[src/rtl/seg_pwm_dimmer.sv]
// Multi-channel PWM dimmer: gates each active-low seven-segment bus with a per-channel PWM.
// Period/duty are shadowed and only take effect at period boundaries; continuous or one-shot.
module seg_pwm_dimmer #(
  parameter int CHANNELS = 4,
  parameter int CNT_W    = 28,
  parameter int SEG_W    = 8
) (
  input  logic                      clk_clk,
  input  logic                      reset_reset,
  input  logic [CHANNELS*CNT_W-1:0] period_i,
  input  logic [CHANNELS*CNT_W-1:0] decode_i,
  input  logic [CHANNELS*SEG_W-1:0] seg_i,
  input  logic [CHANNELS-1:0]       enable_i,
  input  logic [CHANNELS-1:0]       oneshot_i,
  output logic [CHANNELS-1:0]       pwm_o,
  output logic [CHANNELS*SEG_W-1:0] seg_o,
  output logic [CHANNELS-1:0]       wrap_o,
  output logic [CHANNELS-1:0]       done_o
);

  typedef enum logic [1:0] {S_IDLE, S_RUN, S_DONE} state_t;

  for (genvar g = 0; g < CHANNELS; g++) begin : g_ch
    state_t           r_state;
    logic [CNT_W-1:0] r_cnt;
    logic [CNT_W-1:0] r_per;
    logic [CNT_W-1:0] r_duty;
    logic             r_mode;
    logic             r_pwm;
    logic             r_wrap;
    logic             r_done;
    logic [SEG_W-1:0] r_seg;

    logic [CNT_W-1:0] w_per_in;
    logic [CNT_W-1:0] w_duty_in;
    logic [SEG_W-1:0] w_seg_in;
    logic [CNT_W-1:0] w_cnt_inc;
    logic             w_en;
    logic             w_wrap;
    logic             w_pwm_nxt;

    assign w_per_in  = period_i[g*CNT_W +: CNT_W];
    assign w_duty_in = decode_i[g*CNT_W +: CNT_W];
    assign w_seg_in  = seg_i[g*SEG_W +: SEG_W];
    assign w_en      = enable_i[g];
    assign w_cnt_inc = r_cnt + CNT_W'(1);
    // r_per is never zero in RUN, so the subtraction cannot underflow here
    assign w_wrap    = (r_state == S_RUN) && (r_cnt == r_per - CNT_W'(1));

    // seg_o must follow the pwm value being registered, so it is computed ahead of the flop
    always_comb begin
      w_pwm_nxt = 1'b0;
      case (r_state)
        S_IDLE: w_pwm_nxt = w_en && (w_per_in != '0) && (w_duty_in != '0);
        S_RUN: begin
          if (w_en) begin
            if (w_wrap) w_pwm_nxt = !r_mode && (w_per_in != '0) && (w_duty_in != '0);
            else        w_pwm_nxt = (w_cnt_inc < r_duty);
          end
        end
        default: w_pwm_nxt = 1'b0;
      endcase
    end

    always_ff @(posedge clk_clk) begin
      if (reset_reset) begin
        r_state <= S_IDLE;
        r_cnt   <= '0;
        r_per   <= '0;
        r_duty  <= '0;
        r_mode  <= 1'b0;
        r_pwm   <= 1'b0;
        r_seg   <= '1;
        r_wrap  <= 1'b0;
        r_done  <= 1'b0;
      end else begin
        r_pwm  <= w_pwm_nxt;
        r_seg  <= w_pwm_nxt ? w_seg_in : '1;
        r_wrap <= 1'b0;
        r_done <= 1'b0;
        case (r_state)
          S_IDLE: begin
            r_per  <= w_per_in;
            r_duty <= w_duty_in;
            r_cnt  <= '0;
            if (w_en && (w_per_in != '0)) begin
              r_state <= S_RUN;
              r_mode  <= oneshot_i[g];
            end
          end
          S_RUN: begin
            // disable wins over a coincident wrap: no pulse, straight back to IDLE
            if (!w_en) begin
              r_state <= S_IDLE;
              r_cnt   <= '0;
            end else if (w_wrap) begin
              r_wrap <= 1'b1;
              r_cnt  <= '0;
              r_per  <= w_per_in;
              r_duty <= w_duty_in;
              if (r_mode) begin
                r_state <= S_DONE;
                r_done  <= 1'b1;
              end else if (w_per_in == '0) begin
                r_state <= S_IDLE;
              end
            end else begin
              r_cnt <= w_cnt_inc;
            end
          end
          S_DONE: begin
            r_cnt <= '0;
            if (!w_en) r_state <= S_IDLE;
            else       r_done  <= 1'b1;
          end
          default: r_state <= S_IDLE;
        endcase
      end
    end

    assign pwm_o[g]                 = r_pwm;
    assign seg_o[g*SEG_W +: SEG_W]  = r_seg;
    assign wrap_o[g]                = r_wrap;
    assign done_o[g]                = r_done;
  end

endmodule

[config.mk]
export PLATFORM = sky130hd
export DESIGN_NAME = seg_pwm_dimmer
export DESIGN_NICKNAME = d
export VERILOG_FILES = /design/src/rtl/seg_pwm_dimmer.sv
export SDC_FILE = /design/constraint.sdc
export NUM_CORES = 1
export LEC_CHECK = 0
export CAP_MARGIN = 25
export CORE_MARGIN = 2
export CORE_UTILIZATION = 32
export CTS_CLUSTER_DIAMETER = 60
export DETAILED_ROUTE_END_ITERATION = 6
export SYNTH_ARGS = -nofsm -noshare
export SYNTH_HDL_FRONTEND = slang
export SYNTH_SLANG_ARGS = --single-unit
[constraint.sdc]
create_clock -name clk_clk -period 10.3 [get_ports clk_clk]
set_input_delay 3.09 -clock clk_clk [delete_from_list [all_inputs] [get_ports clk_clk]]
set_output_delay 3.09 -clock clk_clk [all_outputs]
set_load 0.05 [all_outputs]
======== Word level (Yosys, flattened, before mapping) ========
Index checks and enable logic that the tools add are counted.
storage, ports and cells
  word-level logic and storage cells ...... 268
  register bits ........................... 392
  output and inout bits ................... 44
  bits of input ports ..................... 266
operators by class
  mux-type cells .......................... 100
  bitwise operators ....................... 12
  reduce and logical (&&, ||, !) cells .... 72
  magnitude comparators ................... 4
  add/sub/neg operators ................... 8
  equal/unequal tests ..................... 36
operator list
  cell                                                   number
  2-to-1 mux 28 bit                                      24
  case mux 28 bit (2 select lines)                       12
  nonzero test 28 bit                                    8
  adder 28 x 1 -> 28 bit, second input constant          4
  == test 28 bit                                         4
  zero test 28 bit                                       4
  less-than comparator 28 bit                            4
  subtractor 28 x 1 -> 28 bit, second input constant     4
  2-to-1 mux 2 bit                                       24
  inequality test 2 bit, second input constant           16
  2-to-1 mux 1 bit                                       28
  case mux 2 bit (3 select lines)                        4
  logical AND 1 bit                                      20
  inequality test 4 x 3 -> 1 bit, second input constant  4
  case mux 1 bit (2 select lines)                        8
  AND reduction 4 bit                                    4
  nonzero test 2 bit                                     8
  OR reduction 2 bit                                     8
  inequality test 3 bit, second input constant           4
  inverter 1 bit                                         12
  AND reduction 3 bit                                    4
  OR reduction 3 bit                                     4
  == test 2 x 1 -> 1 bit, second input constant          4
  == test 2 bit, second input constant                   4
  3 further kinds                                        12

======== Depth between registers and ports, before layout ========
Gate-level depths: netlist (run 1).
  word-level depth ........................ 8
  depth in mapped cells ................... 20
  gate-level depth less buffers ........... 19

======== Least setup slack after synthesis (run 1) ========
No wires, ideal clock.
  path kind ............................... input to register
  start ................................... in enable_i[0]
  end ..................................... reg g_ch[0].r_cnt[2]
  setup slack ............................. 5.636 ns
  data arrival time ....................... 4.590 ns
  stages on the path ...................... 7
  data required time ...................... 10.227 ns
  cell sequence ........................... clkbuf_1 -> or4b_1 -> buf_2 -> or3_1 -> buf_2 -> buf_6 -> o211ai_2
on the way
  cells in the longest elaborated chain, start to end .. 2
ends and longest elaborated chain
  element                           line  text
  start: declaration                13    input logic [CHANNELS-1:0] enable_i,
  2-to-1 mux 28 bit                 93    if (!w_en) begin
  case mux 28 bit (2 select lines)  81    case (r_state)
  end signal: assignment            108   r_cnt <= w_cnt_inc;
  end: declaration                  25    logic [CNT_W-1:0] r_cnt;
No other way between the ends.
A chain may end at the register's enable or synchronous reset.

======== Worst setup path after layout (run 1) ========
  start ................................... in period_i[21]
  end ..................................... reg g_ch[0].r_seg[7]
on the way
  cells in the longest elaborated chain, start to end .. 8
ends and longest elaborated chain
  element                                  line    text
  start: declaration                       10      input logic [CHANNELS*CNT_W-1:0] period_i,
  nonzero test 28 bit (*)                  54, 57
  logical AND 1 bit (2 in a row)           57      if (w_wrap) w_pwm_nxt = !r_mode && (w_per_in != '0) && (w_duty_in != '0);
  2-to-1 mux 1 bit                         57
  2-to-1 mux 1 bit                         56      if (w_en) begin
  case mux 1 bit (2 select lines) (*)      53      case (r_state)
  inverter 1 bit (no source line) (*)      --
  OR reduction 2 bit (no source line) (*)  --
  end signal: assignment                   78      r_seg <= w_pwm_nxt ? w_seg_in : '1;
  end: declaration                         32      logic [SEG_W-1:0] r_seg;
Every way passes the cells marked *; elsewhere a longest branch is shown, timed or not.

==> results of run 1 <==
-- metal layers --
metal | part of all wire | up-vias | track usage
met3 | 0.060 | 78 | 0.0364
met2 | 0.46 | 488 | 0.294
li1 | - | 10845 | -
met1 | 0.46 | 10058 | 0.238
met5 | 0.0012 | - | 0
met4 | 0.016 | 12 | 0.0369
-- state kept, by name, indices dropped and copies added (netlist names) --
register,count
g_ch.r_seg,32
g_ch.r_mode,4
g_ch.r_pwm,4
g_ch.r_state,8
g_ch.r_done,4
g_ch.r_cnt,112
g_ch.r_duty,112
g_ch.r_wrap,4
g_ch.r_per,112
-- power by group through the flow --
| stage | clock, mW | sequential (mW) | combinational [mW] |
|---|---|---|---|
| 6_report | 1.96 | 1.78 | 1.11 |
| 5_1_grt | 2.08 | 1.80 | 1.22 |
| 4_1_cts | 2.02 | 1.78 | 1.12 |
| 3_5_place_dp | 0 | 1.81 | 1.11 |
| 3_3_place_gp | 0 | 1.81 | 1.11 |
| 2_1_floorplan | 0 | 1.78 | 0.791 |
-- area by class of cell --
class	instances	area [sq um]	share of cell area
multi-input combinational	2193	15000	0.502
sequential	392	7850	0.263
timing repair buffer	330	3280	0.110
clock buffer	70	1460	0.0488
tap	969	1210	0.0406
inverter	171	644	0.0216
clock inverter	26	425	0.0142
antenna	3	7.51	0.000251
-- cell families (layout without fill, tap and decap cells) --
logic type,after synthesis,in the layout,share of synthesized area
other cells,0,3,0
flops,392,392,0.324
mux,235,235,0.0973
simple gates,1155,1155,0.239
buf+inv,343,597,0.0591
fa+ha+maj,132,132,0.0681
compound gates,443,443,0.130
xor+xnor,228,228,0.0829
-- cells in the final DEF, fill, tap and decap left out, types with 10 or more instances in the layout --
master           instances
a31oi_1                 15
o21ai_2                 10
and4_1                  12
nand4_1                 63
ha_1                   132
nand2b_1                30
or4_1                   16
xnor2_1                149
nor4_1                  97
and2_1                  18
nand3_1                 75
dfxtp_1                392
o21bai_1                12
or2_2                   18
a22oi_1                 35
a211oi_1                12
a21oi_1                 78
or3_1                   33
xor2_1                  78
nor2b_1                 30
nor3_1                  64
nor3b_1                 14
o211ai_1                16
a211o_1                 10
a21o_1                  22
nor2_1                 348
nand2_1                243
inv_1                  170
clkdlybuf4s50_1        308
mux2i_1                232
and3_1                  48
a32oi_1                 37
buf_4                   20
o31ai_1                 19
o21ai_0                 70
clkbuf_16               52
-- worst max-delay path: cells and delay by family --
family	cells	cell delay (ps)
simple gates	7	1430
buf+inv	2	860
compound gates	2	240
-- worst min-delay path by stage --
stage	start	to	slack, ps	depth (start not counted)
floorplan	g_ch[1].r_duty[10]$_SDFFE_PP0P_	g_ch[1].r_duty[10]$_SDFFE_PP0P_	440	2
global placement	g_ch[1].r_duty[20]$_SDFFE_PP0P_	g_ch[1].r_duty[20]$_SDFFE_PP0P_	450	2
detailed placement	g_ch[1].r_duty[5]$_SDFFE_PP0P_	g_ch[1].r_duty[5]$_SDFFE_PP0P_	450	2
CTS	g_ch[1].r_duty[5]$_SDFFE_PP0P_	g_ch[1].r_duty[5]$_SDFFE_PP0P_	460	2
global route	g_ch[1].r_duty[7]$_SDFFE_PP0P_	g_ch[1].r_duty[7]$_SDFFE_PP0P_	480	2
finish	g_ch[1].r_duty[5]$_SDFFE_PP0P_	g_ch[1].r_duty[5]$_SDFFE_PP0P_	460	2
-- through the flow --
stage / instance area [sq um] / power, mW / setup slack (ps) / util / hold slack (ps)
6_report: 29900 / 4.85 / 5170 / 0.400 / 458
5_1_grt: 29900 / 5.10 / 4910 / 0.400 / 480
4_1_cts: 29900 / 4.91 / 5220 / 0.400 / 462
3_5_place_dp: 28000 / 2.92 / 4580 / 0.375 / 454
3_3_place_gp: 28000 / 2.92 / 4590 / 0.374 / 446
2_1_floorplan: 24300 / 2.57 / 5640 / - / 438
==> out/qor.csv, run 1 <==
stage,metric,value,unit
run_status,status,finished clean,
setup_path,end_kind,flop,
setup_path,required,10820,ps
placed_design,dpl.hpwl,54700,um
setup_path,path_cells,clkdlybuf4s50_1 -> nor4_1 -> and4_1 -> nand4_1 -> nand2_1 -> nor2_1 -> and2_1 -> a31oi_1 -> o31ai_1 -> buf_4 -> nand2b_1,
yosys,yosysMostFrequentCell,dfxtp_1,
drt,dr.pass1.iters,5,
yosys,synth_area_leader_cell,dfxtp_1,
setup_path,cp-endpoint,g_ch[0].r_seg[7]$_SDFF_PP1_,
drt,routed_wl,71100,um
yosys,synthFlopType,dfxtp_1,
setup_path,cp.arrival,5640,ps
clock_network,cts_tree,built,
drt,wire_per_inst,17.1,um
yosys,synthTopCellsByArea,"dfxtp_1, mux2i_1, ha_1",
timing,rsz0062_at_grt,no,
grt,grtUsageTotal,0.178,
timing,final_max_slew_viol_count,0,
drt,antenna_left,0,
floorplanning,num_io_pins,310,
power,vdd_drop_max,132,uV
grt,grt_start_max_net_pins,82,
power,combPwrFrac,0.229,
setup_path,startpoint,period_i[21],
clock_network,cts-hold-fix-buffers,0,
placed_design,io_buffers,309,
timing,setup_tns,0,ps
drt,vias,21481,
yosys,synth-seq-cells,392,
timing,finClkSkew,39.9,ps
clock_network,clkLatencyLatePin,610,ps
timing,maxSlewHeadroom,0.361,
clock_network,clockBufferDepth,3,
setup_path,critPathSlowestCell,clkdlybuf4s50_1,
floorplanning,placeableCoreArea,0.0747,sq mm
finish,syn2layout_area_growth,23.2,%
power,leakagePower,12.1,nW
setup_path,rrSetupSlack,5650,ps
clock_network,post_cts_resized,0,
grt,grt_pass1_wl,113000,um
yosys,synth_cell_type_count,94,
placed_design,globalplace.congestion,0.913,
finish,nFillCells,7535,
power,p_sw,1.49,mW
floorplanning,rows,100,
grt,antenna_found_initial,10,
yosys,ys_seq_area_frac,0.324,
power,p_seq_frac,0.367,
setup_path,startpoint_type,primary input,
worst_hold_path,hold_path_class,reg -> reg,
clock_network,htreeDepth,2,
yosys,syn_avg_cell_area,8.28,sq um
floorplanning,dieArea,0.0780,sq mm
floorplanning,die_w,279,um
setup_path,critPathKind,in -> reg,
yosys,ys_warn_count,0,
yosys,synth_common_cells,"dfxtp_1, nor2_1, nand2_1",
timing,finalCritPeriodShare,0.498,
clock_network,cts_root_buffer,clkbuf_16,
setup_path,slowest_delay,660,ps
setup_path,r2r-end,g_ch[3].r_duty[16]$_SDFFE_PP0P_,
timing,fin_crit,5130,ps
power,p_int,3.36,mW
placed_design,dp_cells,4055,
timing,worst_pin_slew,958,ps
clock_network,cts_inserted_buffers,52,
power,powerDensity,162,mW/mm^2
timing,finalSetupViolations,0,
yosys,synthArstFlopShare,0,
clock_network,cts.sinks,392,
run,cap_violations,0,
setup_path,path_max_fanout,9,
clock_network,clk_pin_slew,60,ps
finish,final-instance-count-excl-fill,4154,
floorplanning,die_h,279,um
drt,drt_first_iter_violations,1447,
power,switching_share,0.307,
grt,grt_pass1_vias,20580,
yosys,syn_nets,3326,
timing,max_freq,195,MHz
drt,viasPerCell,5.17,
grt,gr-total-overflow,0,
finish,nNetsFinal,3538,
yosys,synth_edf_count,0,
setup_path,reg2reg_from,g_ch[3].r_per[5]$_SDFFE_PP0P_,
yosys,synthCells,2928,
setup_path,reg2reg_depth,10,
clock_network,post-cts-setup-buffers,0,
yosys,synth.top_cell.area_share,0.324,
timing,finalHoldViolCount,0,
yosys,syn_area,0.0243,sq mm
power,p_clk_frac,0.404,
floorplanning,start_util,0.325,
finish,drive_gt1_frac,0.0556,
drt,drc,0,
Note: power is estimated with default switching activity, not from simulation.
==> run 2, diff against run 1 <==
==> constraint.sdc (replaced) <==
create_clock -name clk_clk -period 5.3 [get_ports clk_clk]
set_input_delay 1.59 -clock clk_clk [delete_from_list [all_inputs] [get_ports clk_clk]]
set_output_delay 1.59 -clock clk_clk [all_outputs]
set_load 0.05 [all_outputs]
==> run 2 against run 1 <==
Against the previous run: clock power increased by 84%; flip-flop and latch count unchanged; largest power group unchanged; die area unchanged; core utilization decreased by 0.082 points; combinational power increased by 96%; clock skew decreased by 2.8 ps; count of clock-buffer cells in the layout decreased by 1; critical path depth increased by 1; wire length increased by 1.4%; register-to-register slack got worse by 4600 ps; largest cell class unchanged.
==> out/qor.csv, run 2 (synthesized netlist as in run 1, its figures left out) <==
stage,metric,value,unit,change
timing,max_freq,234,MHz,
run_status,status,finished clean,,unchanged
clock_network,cts_tree,built,,unchanged
floorplanning,num_io_pins,310,,unchanged
grt,gr-total-overflow,0,,unchanged
clock_network,htreeDepth,2,,unchanged
timing,maxSlewHeadroom,0.354,,was 0.361
placed_design,io_buffers,309,,unchanged
drt,routed_wl,72100,um,was 71100 um
placed_design,globalplace.congestion,0.917,,was 0.913
drt,viasPerCell,5.16,,was 5.17
power,p_seq_frac,0.375,,was 0.367
finish,final_common_cell,dfxtp_1,,unchanged
clock_network,post-cts-setup-buffers,0,,unchanged
power,p_sw,2.89,mW,was 1.49 mW
finish,syn2layout_area_growth,23.0,%,was 23.2%
floorplanning,dieArea,0.0780,sq mm,unchanged
clock_network,clk_pin_slew,60,ps,about the same
run,cap_violations,0,,unchanged
setup_path,reg2reg_depth,12,,was 10
setup_path,end_kind,flop,,unchanged
power,leakagePower,12.0,nW,was 12.1 nW
drt,wire_per_inst,17.3,um,was 17.1 um
timing,finalCritPeriodShare,0.805,,
timing,finalSetupViolations,0,,unchanged
power,p_int,6.34,mW,was 3.36 mW
clock_network,cts_inserted_buffers,51,,was 52
clock_network,clkLatencyLatePin,610,ps,about the same
grt,grtUsageTotal,0.178,,about the same
grt,antenna_found_initial,10,,unchanged
power,p_clk_frac,0.389,,was 0.404
setup_path,reg2reg_from,g_ch[1].r_per[0]$_SDFFE_PP0P_,,was g_ch[3].r_per[5]$_SDFFE_PP0P_
finish,top_regs,"g_ch.r_cnt (112), g_ch.r_duty (112), g_ch.r_per (112)",,unchanged
finish,drive_gt1_frac,0.0577,,was 0.0556
drt,drc,0,,unchanged
drt,drt_first_iter_violations,1460,,was 1447
clock_network,clockBufferDepth,3,,unchanged
power,combPwrFrac,0.236,,was 0.229
finish,final-instance-count-excl-fill,4158,,was 4154
power,vdd_drop_max,248,uV,was 132 uV
placed_design,dp_cells,4061,,was 4055
drt,antenna_left,0,,unchanged
setup_path,startpoint_type,flop,,was primary input
clock_network,cts_root_buffer,clkbuf_16,,unchanged
drt,vias,21437,,was 21481
worst_hold_path,hold_path.startpoint,g_ch[1].r_duty[2]$_SDFFE_PP0P_,,was g_ch[1].r_duty[5]$_SDFFE_PP0P_
grt,grt_pass1_vias,20258,,was 20580
grt,grt_pass1_wl,112000,um,was 113000 um
finish,layout_common_cells,"dfxtp_1, nor2_1, clkdlybuf4s50_1, nand2_1, mux2i_1",,unchanged
floorplanning,start_util,0.325,,unchanged
drt,dr.pass1.iters,5,,unchanged
power,powerDensity,310,mW/mm^2,was 162 mW/mm^2
timing,rsz0062_at_grt,no,,unchanged
setup_path,cp.arrival,4770,ps,was 5640 ps
timing,worst_pin_slew,969,ps,was 958 ps
worst_hold_path,whs_path_depth,2,,unchanged
placed_design,post-place-ws,967,ps,was 4580 ps
floorplanning,placeableCoreArea,0.0747,sq mm,unchanged
timing,fin_crit,4270,ps,
setup_path,path_max_fanout,56,,was 9
clock_network,post_cts_resized,0,,unchanged
finish,fin_util,0.399,,was 0.400
clock_network,cts-hold-fix-buffers,0,,unchanged
floorplanning,rows,100,,unchanged
finish,nFillCells,7467,,was 7535
setup_path,critPathKind,reg -> reg,,was in -> reg
timing,final_max_slew_viol_count,0,,unchanged
floorplanning,die_h,279,um,unchanged
grt,grt_start_max_net_pins,118,,was 82
clock_network,cts.sinks,392,,unchanged
timing,finClkSkew,37.1,ps,was 39.9 ps
worst_hold_path,hold_path_class,reg -> reg,,unchanged
timing,setup_slack,1030,ps,was 5170 ps
finish,nNetsFinal,3543,,was 3538
timing,finalHoldViolCount,0,,unchanged
timing,setup_tns,0,ps,unchanged
placed_design,dpl.hpwl,55200,um,was 54700 um
setup_path,required,5800,ps,was 10820 ps
setup_path,startpoint,g_ch[1].r_per[0]$_SDFFE_PP0P_,,was period_i[21]
power,switching_share,0.313,,was 0.307
floorplanning,die_w,279,um,unchanged
## run 2: changes by cell type in the layout (fill, tap and decap cells not counted), moves of 2 or more
cell	delta
clkinv_4	+2
bufinv_16	-4
buf_2	+4
clkinv_2	+4
buf_12	+3
clkinvlp_4	+3
diode_2	-2
inv_6	-2
## run 2: critical path, stage by stage (launching register included)
cell     delay (ps)
dfxtp_1         360
inv_1            80
ha_1            230
or4b_4          530
or3_1           450
nor3_1          350
o21ai_1         120
a211o_1         310
a21oi_1         410
nor3_2          140
a21oi_4         120
buf_4           730
mux2i_1         270
## run 2: power groups by stage
stage                     Clock (mW)  Combinational (mW)  Sequential (mW)
after CTS                       3.70                2.18             3.46
after detailed placement           0                2.17             3.52
final                           3.60                2.18             3.46
after global routing            3.80                2.40             3.50
after floorplan                    0                1.54             3.46
after global placement             0                2.16             3.52
## run 2: final cells by class
cell class                      instances  area, sq um  area share
Multi-Input combinational cell       2193        15000       0.503
Sequential cell                       392         7850       0.263
Timing Repair Buffer                  336         3330       0.112
Clock buffer                           69         1460      0.0488
Tap cell                              969         1210      0.0406
Inverter                              171          644      0.0216
Clock inverter                         27          320      0.0107
Antenna cell                            1         2.50   0.0000839
## run 2: metal layers
| layer | track usage | share of wire |
|---|---|---|
| met4 | 0.0492 | 0.024 |
| met5 | 0 | 0.00099 |
| met3 | 0.0392 | 0.066 |
| met2 | 0.288 | 0.45 |
| met1 | 0.237 | 0.46 |
## run 2: path summary, 6_finish.rpt
| check | endpoint | slack [ps] |
|---|---|---|
| worst max-delay path | g_ch[1].r_per[20]$_SDFFE_PP0P_ | 1030 |
| worst min-delay path | g_ch[1].r_duty[2]$_SDFFE_PP0P_ | 460 |
| worst max register to register | g_ch[1].r_per[20]$_SDFFE_PP0P_ | 1030 |
| worst min register to register | g_ch[1].r_duty[2]$_SDFFE_PP0P_ | 460 |
## run 2: per-stage QoR
step           cell area, sq um  power, mW  hold slack, ps
2_1_floorplan             24300       5.00             438
3_3_place_gp              28000       5.68             446
3_5_place_dp              28000       5.69             451
4_1_cts                   29800       9.34             459
5_1_grt                   29800       9.70             473
6_report                  29800       9.24             455
